[config.mk]
export PLATFORM = sky130hd
export DESIGN_NAME = bcd_digit_counter
export DESIGN_NICKNAME = d
export VERILOG_FILES = /design/src/rtl/bcd_digit_counter.sv
export SDC_FILE = /design/constraint.sdc
export NUM_CORES = 1
export LEC_CHECK = 0
export ABC_AREA = 0
export CORE_MARGIN = 2
export CORE_UTILIZATION = 42
export CTS_CLUSTER_DIAMETER = 40
export CTS_CLUSTER_SIZE = 24
export DETAILED_ROUTE_END_ITERATION = 16
export PLACE_DENSITY_LB_ADDON = 0.2
export SLEW_MARGIN = 20
export SYNTH_ARGS = -nofsm -noshare
export SYNTH_HDL_FRONTEND = slang
export SYNTH_SLANG_ARGS = --single-unit
[constraint.sdc]
create_clock -name clk -period 3.72 [get_ports clk]
set_clock_uncertainty 0.15 [all_clocks]
set_input_delay 0.93 -clock clk [delete_from_list [all_inputs] [get_ports clk]]
set_output_delay 0.93 -clock clk [all_outputs]
set_load 0.01 [all_outputs]
[src/rtl/bcd_digit_counter.sv]
// ----------------------------------------------------------------------------
// bcd_digit_counter
//
// Multi-digit packed-BCD up/down counter. The count is presented on a
// registered valid/ready output, so a stalled downstream stage freezes the
// count. Each beat also carries a wrap flag that marks a full-range roll-over
// (99..9 -> 0) or roll-under (0 -> 99..9).
//
// Ports:
//   clk        rising-edge clock
//   rst_n      asynchronous active-low reset
//   clr        synchronous clear to zero (highest priority, ignores stall)
//   load       synchronous parallel load of load_val (only when advancing)
//   load_val   packed BCD load value, digit 0 in the LSBs
//   en         count-step request (dropped, not queued, while stalled)
//   up_dn      step direction: 1 = increment, 0 = decrement
//   bcd_out    registered packed BCD count
//   out_valid  bcd_out holds a beat not yet consumed
//   out_ready  downstream accepts the current beat
//   wrap       current beat came from a full-range roll-over/roll-under
//   load_err   one-cycle pulse: load rejected because a digit was above 9
//
// BCD_WIDTH is fixed at 4; other values are not supported.
// ----------------------------------------------------------------------------
module bcd_digit_counter #(
  parameter int NUM_DIGITS = 2,
  parameter int BCD_WIDTH  = 4
) (
  input  logic                            clk,
  input  logic                            rst_n,
  input  logic                            clr,
  input  logic                            load,
  input  logic [NUM_DIGITS*BCD_WIDTH-1:0] load_val,
  input  logic                            en,
  input  logic                            up_dn,
  output logic [NUM_DIGITS*BCD_WIDTH-1:0] bcd_out,
  output logic                            out_valid,
  input  logic                            out_ready,
  output logic                            wrap,
  output logic                            load_err
);

  localparam int W = NUM_DIGITS * BCD_WIDTH;

  logic [W-1:0] cnt_q,   cnt_d;
  logic         valid_q, valid_d;
  logic         wrap_q,  wrap_d;
  logic         err_q,   err_d;

  logic         adv;
  logic         load_ok;
  logic [W:0]   step_res;

  // True when every digit of v is a legal decimal digit.
  function automatic logic bcd_legal(input logic [W-1:0] v);
    logic ok;
    ok = 1'b1;
    for (int i = 0; i < NUM_DIGITS; i++) begin
      if (v[i*BCD_WIDTH +: BCD_WIDTH] > BCD_WIDTH'(9)) ok = 1'b0;
    end
    return ok;
  endfunction

  // One decimal step of the whole count. The carry/borrow ripples from
  // digit 0 upward; the MSB of the result is the carry/borrow out of the top
  // digit, which is exactly the wrap condition.
  function automatic logic [W:0] bcd_step(input logic [W-1:0] v, input logic up);
    logic [W-1:0]         r;
    logic                 c;
    logic [BCD_WIDTH-1:0] d;
    r = v;
    c = 1'b1;
    for (int i = 0; i < NUM_DIGITS; i++) begin
      d = v[i*BCD_WIDTH +: BCD_WIDTH];
      if (c) begin
        if (up) begin
          if (d == BCD_WIDTH'(9)) begin
            r[i*BCD_WIDTH +: BCD_WIDTH] = '0;
            c = 1'b1;
          end else begin
            r[i*BCD_WIDTH +: BCD_WIDTH] = d + BCD_WIDTH'(1);
            c = 1'b0;
          end
        end else begin
          if (d == '0) begin
            r[i*BCD_WIDTH +: BCD_WIDTH] = BCD_WIDTH'(9);
            c = 1'b1;
          end else begin
            r[i*BCD_WIDTH +: BCD_WIDTH] = d - BCD_WIDTH'(1);
            c = 1'b0;
          end
        end
      end
    end
    return {c, r};
  endfunction

  assign adv      = !valid_q || out_ready;
  assign load_ok  = bcd_legal(load_val);
  assign step_res = bcd_step(cnt_q, up_dn);

  always_comb begin
    cnt_d   = cnt_q;
    valid_d = valid_q;
    wrap_d  = wrap_q;
    err_d   = 1'b0;
    if (clr) begin
      // Overwrites any unconsumed beat, even while stalled.
      cnt_d   = '0;
      wrap_d  = 1'b0;
      valid_d = 1'b1;
    end else if (load) begin
      // A load (accepted or rejected) owns the cycle; en is ignored.
      if (adv) begin
        if (load_ok) begin
          cnt_d   = load_val;
          wrap_d  = 1'b0;
          valid_d = 1'b1;
        end else begin
          err_d = 1'b1;
          if (valid_q && out_ready) begin
            valid_d = 1'b0;
            wrap_d  = 1'b0;
          end
        end
      end
    end else if (en && adv) begin
      cnt_d   = step_res[W-1:0];
      wrap_d  = step_res[W];
      valid_d = 1'b1;
    end else if (valid_q && out_ready) begin
      // Beat consumed with nothing new behind it; count stays as a level.
      valid_d = 1'b0;
      wrap_d  = 1'b0;
    end
  end

  always_ff @(posedge clk or negedge rst_n) begin
    if (!rst_n) begin
      cnt_q   <= '0;
      valid_q <= 1'b0;
      wrap_q  <= 1'b0;
      err_q   <= 1'b0;
    end else begin
      cnt_q   <= cnt_d;
      valid_q <= valid_d;
      wrap_q  <= wrap_d;
      err_q   <= err_d;
    end
  end

  assign bcd_out   = cnt_q;
  assign out_valid = valid_q;
  assign wrap      = wrap_q;
  assign load_err  = err_q;

endmodule

# Word level (Yosys, flattened, before mapping)
# Index checks and enable logic that the tools add are counted.
# word_totals
romBits	0
output_inout_bits	11
latch_bits	0
wordCells	62
in_bits	15
memories	0
ff_bits	11
mem_bits_rw	0
# op_classes
n_lt_le_gt_ge	2
div	0
n_reduce_logical	10
n_eq_ne	4
n_addsub	4
shift	0
n_mux	37
bitwise	0
multipliers	0
# ops
op	count
$mux W8	5
$mux W4	7
$mux W1	25
$add A4 B1 Y4 const B	2
$eq A4 B4 Y1 const B	2
$gt A4 B4 Y1 const B	2
$logic_not A4 Y1	2
$sub A4 B1 Y4 const B	2
$ne A3 B2 Y1 const B	2
$reduce_bool A3 Y1	2
$reduce_and A4 Y1	1
$reduce_and A3 Y1	1
$logic_and A1 B1 Y1	2
$logic_not A1 Y1	1
$logic_or A1 B1 Y1	1

# Longest topological paths before layout
# Gate-level depths: netlist (run 1).
# logic_depth
word_depth	7
depth_mapped	5
mapped_depth_nobuf	4

# Worst setup path before layout (run 1)
# OpenSTA, ideal clock, no wires.
# synth_timing
kind	input to register
from	input port load
to	register cnt_q[7], in the netlist bcd_out[7]
path_stages	5
required_time_ns	3.474
path_buffers	1
slack_ns	1.398
setup_time_ns	0.096
arrival_time_ns	2.077
cell_sequence	buf_6 or4b_4 a21oi_4 o21ai_2 o32ai_2
# synth_via
elab_chain_cells	2
word_cells_on_any_way	7
classes_between	2 x eq/ne; 2 x mux; 3 x reduce/logical
# synth_lines
element	line_no	text
start, declared	32	input logic load,
$ne A3 B2 Y1 (no line) (tied with other cells)	n/a	
$reduce_and A4 Y1 (no line) or $mux W8 (tied branches)	n/a	
end signal, assigned	145	cnt_q <= cnt_d;
end, declared	45	logic [W-1:0] cnt_q, cnt_d;
# Parallel ways exist; a longest one is shown, timed or not.
# A chain may end at the register's enable or synchronous reset.

# Worst setup path in the final report (run 1)
# layout_timing
from	input port up_dn
to	register cnt_q[6], in the netlist bcd_out[6]
# layout_via
elab_chain_cells	5
word_cells_on_any_way	8
classes_between	6 x mux; 2 x reduce/logical
# layout_lines
element	line_no	text
start, declared	35	input logic up_dn,
$mux W4	76	if (up) begin
$mux W4	75	if (c) begin
$mux W8	127	end else if (en && adv) begin
$mux W8	112	end else if (load) begin
$mux W8	107	if (clr) begin
# Parallel ways exist; a longest one is shown, timed or not. The select of a mux whose other input is x is not followed.

==> results.cfg, run 1 <==
[outcome]
outcome = finished, final reports clean

[placement]
place_congestion = 0.8481
dpl.cell_count = 153
place_hpwl_um = 1693
io_buffers = 25
preCtsSetupSlack_ps = 718.0

[critical_path]
cp.arrival_ps = 2760
critPathCaptureType = register
start_kind = input pin
critPathTopFamily = simple AND/OR/NAND/NOR gates
worstPathCellList = clkdlybuf4s50_1 -> or4b_2 -> a21oi_1 -> o31ai_1 -> o32ai_1
worstPathRequired_ps = 3740
path_buf_inv = 1
path_max_fanout = 18
cp_slowest_stage_delay_ps = 720
path_class = in2reg
slowest_stage = or4b_2

[synth]
synth_top_family_by_area = compound AO/OA/AOI/OAI gates
yosys-mux-area-fraction_pct = 1.081
async_reset_ff_share_pct = 100.0
synth-simple-area-share_pct = 24.59
synthXorXnorAreaFrac_pct = 3.784
ys_ff_latch = 11
yosys_warnings = 0
synth_compound_area_share_pct = 33.51
synth_edf_count = 0
syn-num-nets = 124
yosysUniqueCellTypes = 45
netlist_instances = 109
synth_fa_ha_area_share_pct = 0
synth_top_flop_cell = dfrtp_1
syn_area_um2 = 925.9
synth_seq_area_share_pct = 29.73
postSynthAreaPerCell_um2 = 8.494

[timing]
setup_slack_ps = 980.5
tightest_slew_ps = 709.1
fin_crit_sh_pct = 73.64
layout_min_cycle_time_ps = 2739
setup_viol_count_final = 0
fin_setup_tns_ps = 0
hold_viol = 0
max_freq_mhz = 365.0
finalMaxSlewViolations = 0
rsz0062_at_grt = false
slew_headroom_pct = 52.29

[drt]
drtAntennaViolNets = 0
vias_per_cell = 5.860
drtIter0Drc = 39
wl_um = 2258
drt_pass1_iterations = 4
via_count = 920
drc = 0
wl_per_cell_um = 14.38

[run]
cap_violations = 0

[clocking]
cts_max_level = 1
clock-root-buffer = clkbuf_4
cts_resized = 0
cts_tree = built
clock-sinks = 11
hold_buffers = 0
clock_path_buffers = 2
clkTransAtPathRegs_ps = 70
clk_latency_ps = 270
cts_setup_buffers = 0
cts_inserted_buffers = 3

[die]
core_um2 = 2022
row_count = 16
ios = 26
die_area_um2 = 2596
start_util_pct = 45.79
chipHeight_um = 50.95
die_w_um = 50.95

[grt]
grt_pass1_vias = 834
grt_usage_pct = 19.21
grt_pass1_wl_um = 3850
gr-total-overflow = 0
antenna_found_initial = 0
grt_max_degree = 19

[power_and_ir_drop]
pwr_density_cell_nw_per_um2 = 276.3
ir_worst_vdd_mv = 0.2124
p_total_w = 0.0003301
leakagePower_nw = 0.4767

[cells_and_area]
synthToLayoutAreaGrowth_pct = 29.05
drive_gt1_share_pct = 10.00
nets = 146
n_antenna_cell = 0
utilization_pct = 59.10
stdcell_count = 157

[min_path]
hold_path.class = reg2reg
==> synth_stat cells (3+ instances only) <==
master | number | area share, %
a211oi_1 | 3 | 2.4
a21oi_1 | 6 | 3.2
a22o_1 | 3 | 2.8
and3_1 | 3 | 2.0
buf_2 | 6 | 3.2
dfrtp_1 | 11 | 30
inv_1 | 5 | 2.0
nand2_1 | 8 | 3.2
nand3_1 | 3 | 1.6
nor2_1 | 5 | 2.0
nor2b_1 | 4 | 2.7
nor3_1 | 3 | 1.6
o21ai_0 | 8 | 4.3
==> state kept, by name (all words and copies together), names as in the netlist <==
register	flops
bcd_out	8
load_err	1
out_valid	1
wrap	1
==> worst register-to-register path: cells and delay by family (launching register included) <==
| family | cells | cell delay, ps |
|---|---|---|
| AOI/OAI and AO/OA | 3 | 410 |
| and+or+nand+nor | 1 | 680 |
| DFF | 1 | 530 |
==> power by group <==
part	switching, W	internal [W]
Sequential	0.0000179	0.000127
Combinational	0.0000471	0.0000555
Clock	0.0000416	0.0000415
Total	0.000107	0.000224
==> final timing paths <==
kind	start	endpoint	slack, ps	cells after the start
min in group asynchronous	rst_n	out_valid$_DFFE_PN0P_	850	1
hold / removal	wrap$_DFFE_PN0P_	wrap$_DFFE_PN0P_	370	1
hold reg to reg	wrap$_DFFE_PN0P_	wrap$_DFFE_PN0P_	370	1
max in group asynchronous	rst_n	wrap$_DFFE_PN0P_	2230	1
setup reg to reg	bcd_out[4]$_DFFE_PN0P_	bcd_out[6]$_DFFE_PN0P_	1860	4
setup / recovery	up_dn	bcd_out[6]$_DFFE_PN0P_	980	5
==> final cells by class <==
type | instances | area [um2]
Clock buffer | 4 | 26.28
Fill cell | 187 | 827.0
Inverter | 5 | 18.77
Multi-Input combinational cell | 84 | 583.1
Sequential cell | 11 | 275.3
Tap cell | 27 | 33.78
Timing Repair Buffer | 26 | 257.7
==> layout by cell type (no fill, tap or decap), drive strengths merged, types with 3 or more instances in the layout <==
master	netlist	layout
o21ai	9	9
clkdlybuf4s50	0	25
nand2	8	8
a22o	3	3
nor3	3	3
dfrtp	11	11
a211oi	3	3
nor2	5	5
and3	3	3
nand3	3	3
nor2b	4	4
inv	5	5
clkbuf	2	4
a21oi	7	7
==> cells by family (layout without fill, tap and decap cells) <==
logic type | Yosys count | count (layout)
buf+inv | 14 | 35
simple gates | 39 | 39
flops | 11 | 11
xor+xnor | 4 | 4
mux | 1 | 1
compound gates | 40 | 40
==> routing by layer <==
| metal | up-vias | GRT usage [%] | wire (um) |
|---|---|---|---|
| li1 | 457 | - | - |
| met1 | 430 | 28.21 | 1130 |
| met2 | 28 | 29.00 | 980 |
| met3 | 5 | 2.047 | 113 |
| met4 | 0 | 6.757 | 34 |
| met5 | - | 0 | 0 |
==> per-stage QoR <==
stage	area [um2]	hold WS (ps)
floorplan	925.9	401.3
global placement	1169	351.0
detailed placement	1169	350.3
CTS	1195	371.7
global route	1195	384.2
finish	1195	365.8
(Power assumes the default switching activity.)
==> run 2: changes to the inputs <==
clock period = 2.9 ns   (was 3.72 ns; I/O delays follow)
==> run 2 against run 1 <==
Clock power increased by 28%. Worst hold slack improved by 16 ps. Setup slack got worse by 440 ps. Die area unchanged. Cell count increased by 1.9%. Register-to-register slack got worse by 830 ps. Non-clock buffer count increased by 3. Total power increased by 29%. Critical endpoint is now bcd_out[4].
==> results.cfg, run 2 (synthesis gave the netlist of run 1 again) <==
[outcome]
outcome = finished, final reports clean

[cells_and_area]
fill_cells = 183
final_area_um2 = 1217
largest_register_ffs = 8
nets = 149
final_cell_mix = clkdlybuf4s50_1 (25), dfrtp_1 (11), o21ai_0 (8), nand2_1 (8), a21oi_1 (6)
final_common_cell = clkdlybuf4s50_1
stdcell_count = 160
n_antenna_cell = 0
synthToLayoutAreaGrowth_pct = 31.49
drive_gt1_share_pct = 12.03

[critical_path]
start_kind = register
cp_slowest_stage_delay_ps = 620
path_buf_inv = 1
worstPathCellList = clkdlybuf4s50_1
critPathCaptureType = output port
path_class = reg2out
critPathTopFamily = buffers and inverters
worstPathRequired_ps = 2030
cp.depth = 1
path_max_fanout = 14
rr_worst_depth = 4
cp.arrival_ps = 1490
slowest_stage = clkdlybuf4s50_1

[drt]
vias_per_cell = 5.719
via_count = 915
drt_pass1_iterations = 4
wl_um = 2251
drc = 0
wl_per_cell_um = 14.07
drtAntennaViolNets = 0
drtIter0Drc = 21

[clocking]
clock-sinks = 11
cts_inserted_buffers = 3
cts_max_level = 1
hold_buffers = 0
cts_tree = built
clkTransAtPathRegs_ps = 70
clk_latency_ps = 270
cts_resized = 0
clock-root-buffer = clkbuf_4
clock_path_buffers = 2
cts_setup_buffers = 0

[power_and_ir_drop]
leakagePower_nw = 0.4916
ir_worst_vdd_mv = 0.3088
p_clk_share_pct = 24.8
p_total_w = 0.0004260
swShare_pct = 31.99
pwr_density_cell_nw_per_um2 = 349.9
seqPwrFrac_pct = 43.6
comb_power_share_pct = 31.7
p_int_w = 0.0002897
p_switching_w = 0.0001363

[timing]
slew_headroom_pct = 65.79
hold_viol = 0
max_freq_mhz = 423.1
tightest_slew_ps = 511.5
finalMaxSlewViolations = 0
fin_crit_sh_pct = 81.49
layout_min_cycle_time_ps = 2363
rsz0062_at_grt = false
fin_setup_tns_ps = 0
setup_viol_count_final = 0

[die]
start_util_pct = 45.79
row_count = 16
die_w_um = 50.95
core_um2 = 2022
die_area_um2 = 2596
chipHeight_um = 50.95
ios = 26

[placement]
io_buffers = 25
placed_area_um2 = 1191
dpl.cell_count = 156
place_hpwl_um = 1695
place_congestion = 0.8961

[grt]
antenna_found_initial = 0
grt_usage_pct = 19.30
grt_pass1_vias = 853
grt_pass1_wl_um = 3815
gr-total-overflow = 0
grt_max_degree = 18

[run]
cap_violations = 0

[min_path]
hold_path.class = reg2reg
whs_path_depth = 1
run 2: cell count changes in the layout (fill, tap and decap cells not counted), sizes merged:
cell	before	now
buf	1	4
run 2: through the flow:
step,hold WS (ps),util [%],setup slack (ps)
final,381.9,60.21,536.7
after global routing,395.6,60.21,461.4
after CTS,379.4,60.21,527.0
after detailed placement,355.6,58.91,348.2
after global placement,357.9,58.91,331.4
after floorplan,279.4,-,782.6
run 2: power by group through the flow:
stage	Combinational [W]	Sequential, W	Clock, W
after floorplan	0.0000862	0.000177	0
after global placement	0.000133	0.000188	0
after detailed placement	0.000134	0.000188	0
after CTS	0.000135	0.000185	0.000113
after global routing	0.000148	0.000189	0.000116
final	0.000135	0.000186	0.000106
run 2: per-layer routing:
| layer | global-route usage [%] | share of wire [%] | routed length, um |
|---|---|---|---|
| met3 | 2.047 | 4.4 | 99 |
| met2 | 27.27 | 42 | 942 |
| met4 | 7.207 | 1.3 | 29 |
| met1 | 29.83 | 52 | 1180 |
| met5 | 0 | 0 | 0 |
run 2: final cells by class:
class | instances | area (um2) | area share [%]
timing repair buffer | 29 | 280.3 | 23.02
clock buffer | 4 | 26.28 | 2.158
multi-input combinational | 84 | 583.1 | 47.89
sequential | 11 | 275.3 | 22.61
tap | 27 | 33.78 | 2.775
inverter | 5 | 18.77 | 1.542
run 2: path summary, 6_finish.rpt:
path                                              from                endpoint  slack, ps
worst max-delay path            bcd_out[4]$_DFFE_PN0P_              bcd_out[4]        540
worst min-delay path                  wrap$_DFFE_PN0P_        wrap$_DFFE_PN0P_        380
worst max register to register  bcd_out[1]$_DFFE_PN0P_  bcd_out[4]$_DFFE_PN0P_       1030
worst min register to register        wrap$_DFFE_PN0P_        wrap$_DFFE_PN0P_        380
max in group asynchronous                        rst_n   out_valid$_DFFE_PN0P_       1620
min in group asynchronous                        rst_n      load_err$_DFF_PN0_        640
==> run 3: changes to the inputs <==
clock period = 2.05 ns   (was 2.9 ns; I/O delays follow)
==> run 3 against run 2 <==
Global-route usage rose by 2.0 points. Clock-buffer cell count did not move. Critical path depth rose by 4. Combinational power rose by 70%. Routed wire length rose by 8.9%. Largest power group unchanged.
==> results.cfg, run 3 (synthesis gave the netlist of run 1 again) <==
[critical_path]
start_kind = input pin
critPathCaptureType = register
rr_worst_depth = 4
worstPathCellList = clkdlybuf4s50_1 -> or4b_4 -> a21oi_4 -> o21ba_2 -> o211ai_1
critPathTopFamily = compound AO/OA/AOI/OAI gates
regToRegEndpoint = bcd_out[4]$_DFFE_PN0P_
cp.arrival_ps = 2010
slowest_stage = clkdlybuf4s50_1
path_buf_inv = 1
reg2reg_slack_ps = 210
cp_slowest_stage_delay_ps = 480
path_class = in2reg
r2r-start = bcd_out[1]$_DFFE_PN0P_
worstPathRequired_ps = 2040
path_max_fanout = 5

[clocking]
cts_max_level = 1
cts_inserted_buffers = 3
clock-sinks = 11
cts_setup_buffers = 0
clock-root-buffer = clkbuf_4
clock_path_buffers = 2
cts_tree = built
clkTransAtPathRegs_ps = 70
clk_latency_ps = 260

[die]
core_um2 = 2022
start_util_pct = 45.79
die_area_um2 = 2596
row_count = 16
ios = 26
die_w_um = 50.95
chipHeight_um = 50.95

[drt]
drc = 0
dr.max_layer_used = met4
drt_pass1_iterations = 5
drtIter0Drc = 21
vias_per_cell = 5.663
wl_met2_um = 1105
wl_per_cell_um = 14.26
met3_length_um = 117
via_count = 974
met1Wirelength_um = 1210
drtAntennaViolNets = 0
wl_um = 2452

[cells_and_area]
synthToLayoutAreaGrowth_pct = 44.73
largest_register_ffs = 8
final_cell_mix = clkdlybuf4s50_1 (25), buf_4 (16), nand2_1 (8), dfrtp_1 (8), o21ai_0 (6)
utilization_pct = 66.27
final_area_um2 = 1340
nets = 161
final_common_cell = clkdlybuf4s50_1
drive_gt1_share_pct = 24.14
n_antenna_cell = 0

[timing]
layout_min_cycle_time_ps = 2027
hold_viol = 0
max_freq_mhz = 493.5
fin_setup_tns_ps = 0
finalMaxSlewViolations = 0
tightest_slew_ps = 498.2
slew_headroom_pct = 66.68
fin_crit_sh_pct = 98.85
setup_viol_count_final = 0
rsz0062_at_grt = true
hold_ws_ps = 381.3

[grt]
grt_usage_pct = 21.32
gr-total-overflow = 0
grt_pass1_wl_um = 4312
grt_max_degree = 18
antenna_found_initial = 0
grt_pass1_vias = 927

[power_and_ir_drop]
p_total_w = 0.0006334
ir_worst_vdd_mv = 0.3817
pwr_density_cell_nw_per_um2 = 472.7
leakagePower_nw = 0.5499

[placement]
io_buffers = 25
place_hpwl_um = 1875
placed_area_um2 = 1281
place_congestion = 0.8379

[outcome]
outcome = finished, final reports clean

[min_path]
min_from = wrap$_DFFE_PN0P_
whs_path_depth = 1
hold_path.class = reg2reg
min_to = wrap$_DFFE_PN0P_

[run]
cap_violations = 0
run 3: cell types whose count changed in the layout (fill, tap and decap cells not counted), sizes merged:
cell | before | now
buf | 4 | 16
run 3: worst max path at each step:
stage / from / end / cells after the start
after floorplan: load / bcd_out[7]$_DFFE_PN0P_ / 5
after global placement: load / bcd_out[4]$_DFFE_PN0P_ / 5
after detailed placement: load_val[5] / bcd_out[2]$_DFFE_PN0P_ / 5
after CTS: en / bcd_out[4]$_DFFE_PN0P_ / 5
after global routing: bcd_out[3]$_DFFE_PN0P_ / bcd_out[3] / 1
final: en / bcd_out[4]$_DFFE_PN0P_ / 5
run 3: cell type report:
cell class | instances | area, um2
inverters | 5 | 18.77
well taps | 27 | 33.78
fillers | 168 | 681.9
multi-input cells | 84 | 611.8
repair buffers | 41 | 370.4
flip-flops and latches | 11 | 279.0
clock buffers | 4 | 26.28
run 3: metal layers:
| layer | track usage [%] | up-vias |
|---|---|---|
| li1 | - | 484 |
| met2 | 33.55 | 32 |
| met5 | 0 | - |
| met4 | 2.703 | 0 |
| met3 | 2.924 | 4 |
| met1 | 31.79 | 454 |
run 3: through the flow:
step           setup WS, ps  cells
6_report              23.50    172
5_1_grt              -22.63    172
4_1_cts               28.95    172
3_5_place_dp         -349.3    168
3_3_place_gp         -268.2    168
2_1_floorplan         145.1    109
run 3: power breakdown:
| group | total, W | switching, W | internal, W | leakage (nW) |
|---|---|---|---|---|
| Sequential | 0.000254 | 0.0000235 | 0.000231 | 0.141 |
| Clock | 0.000149 | 0.0000738 | 0.0000752 | 0.0150 |
| Combinational | 0.000230 | 0.000106 | 0.000124 | 0.393 |
run 3: timing repair:
item	4_1_cts	5_1_grt
pin swaps	1	2
hold buffers	0	0
gates cloned	0	0
endpoints found under the setup margin	7	11
gates resized for setup	2	8
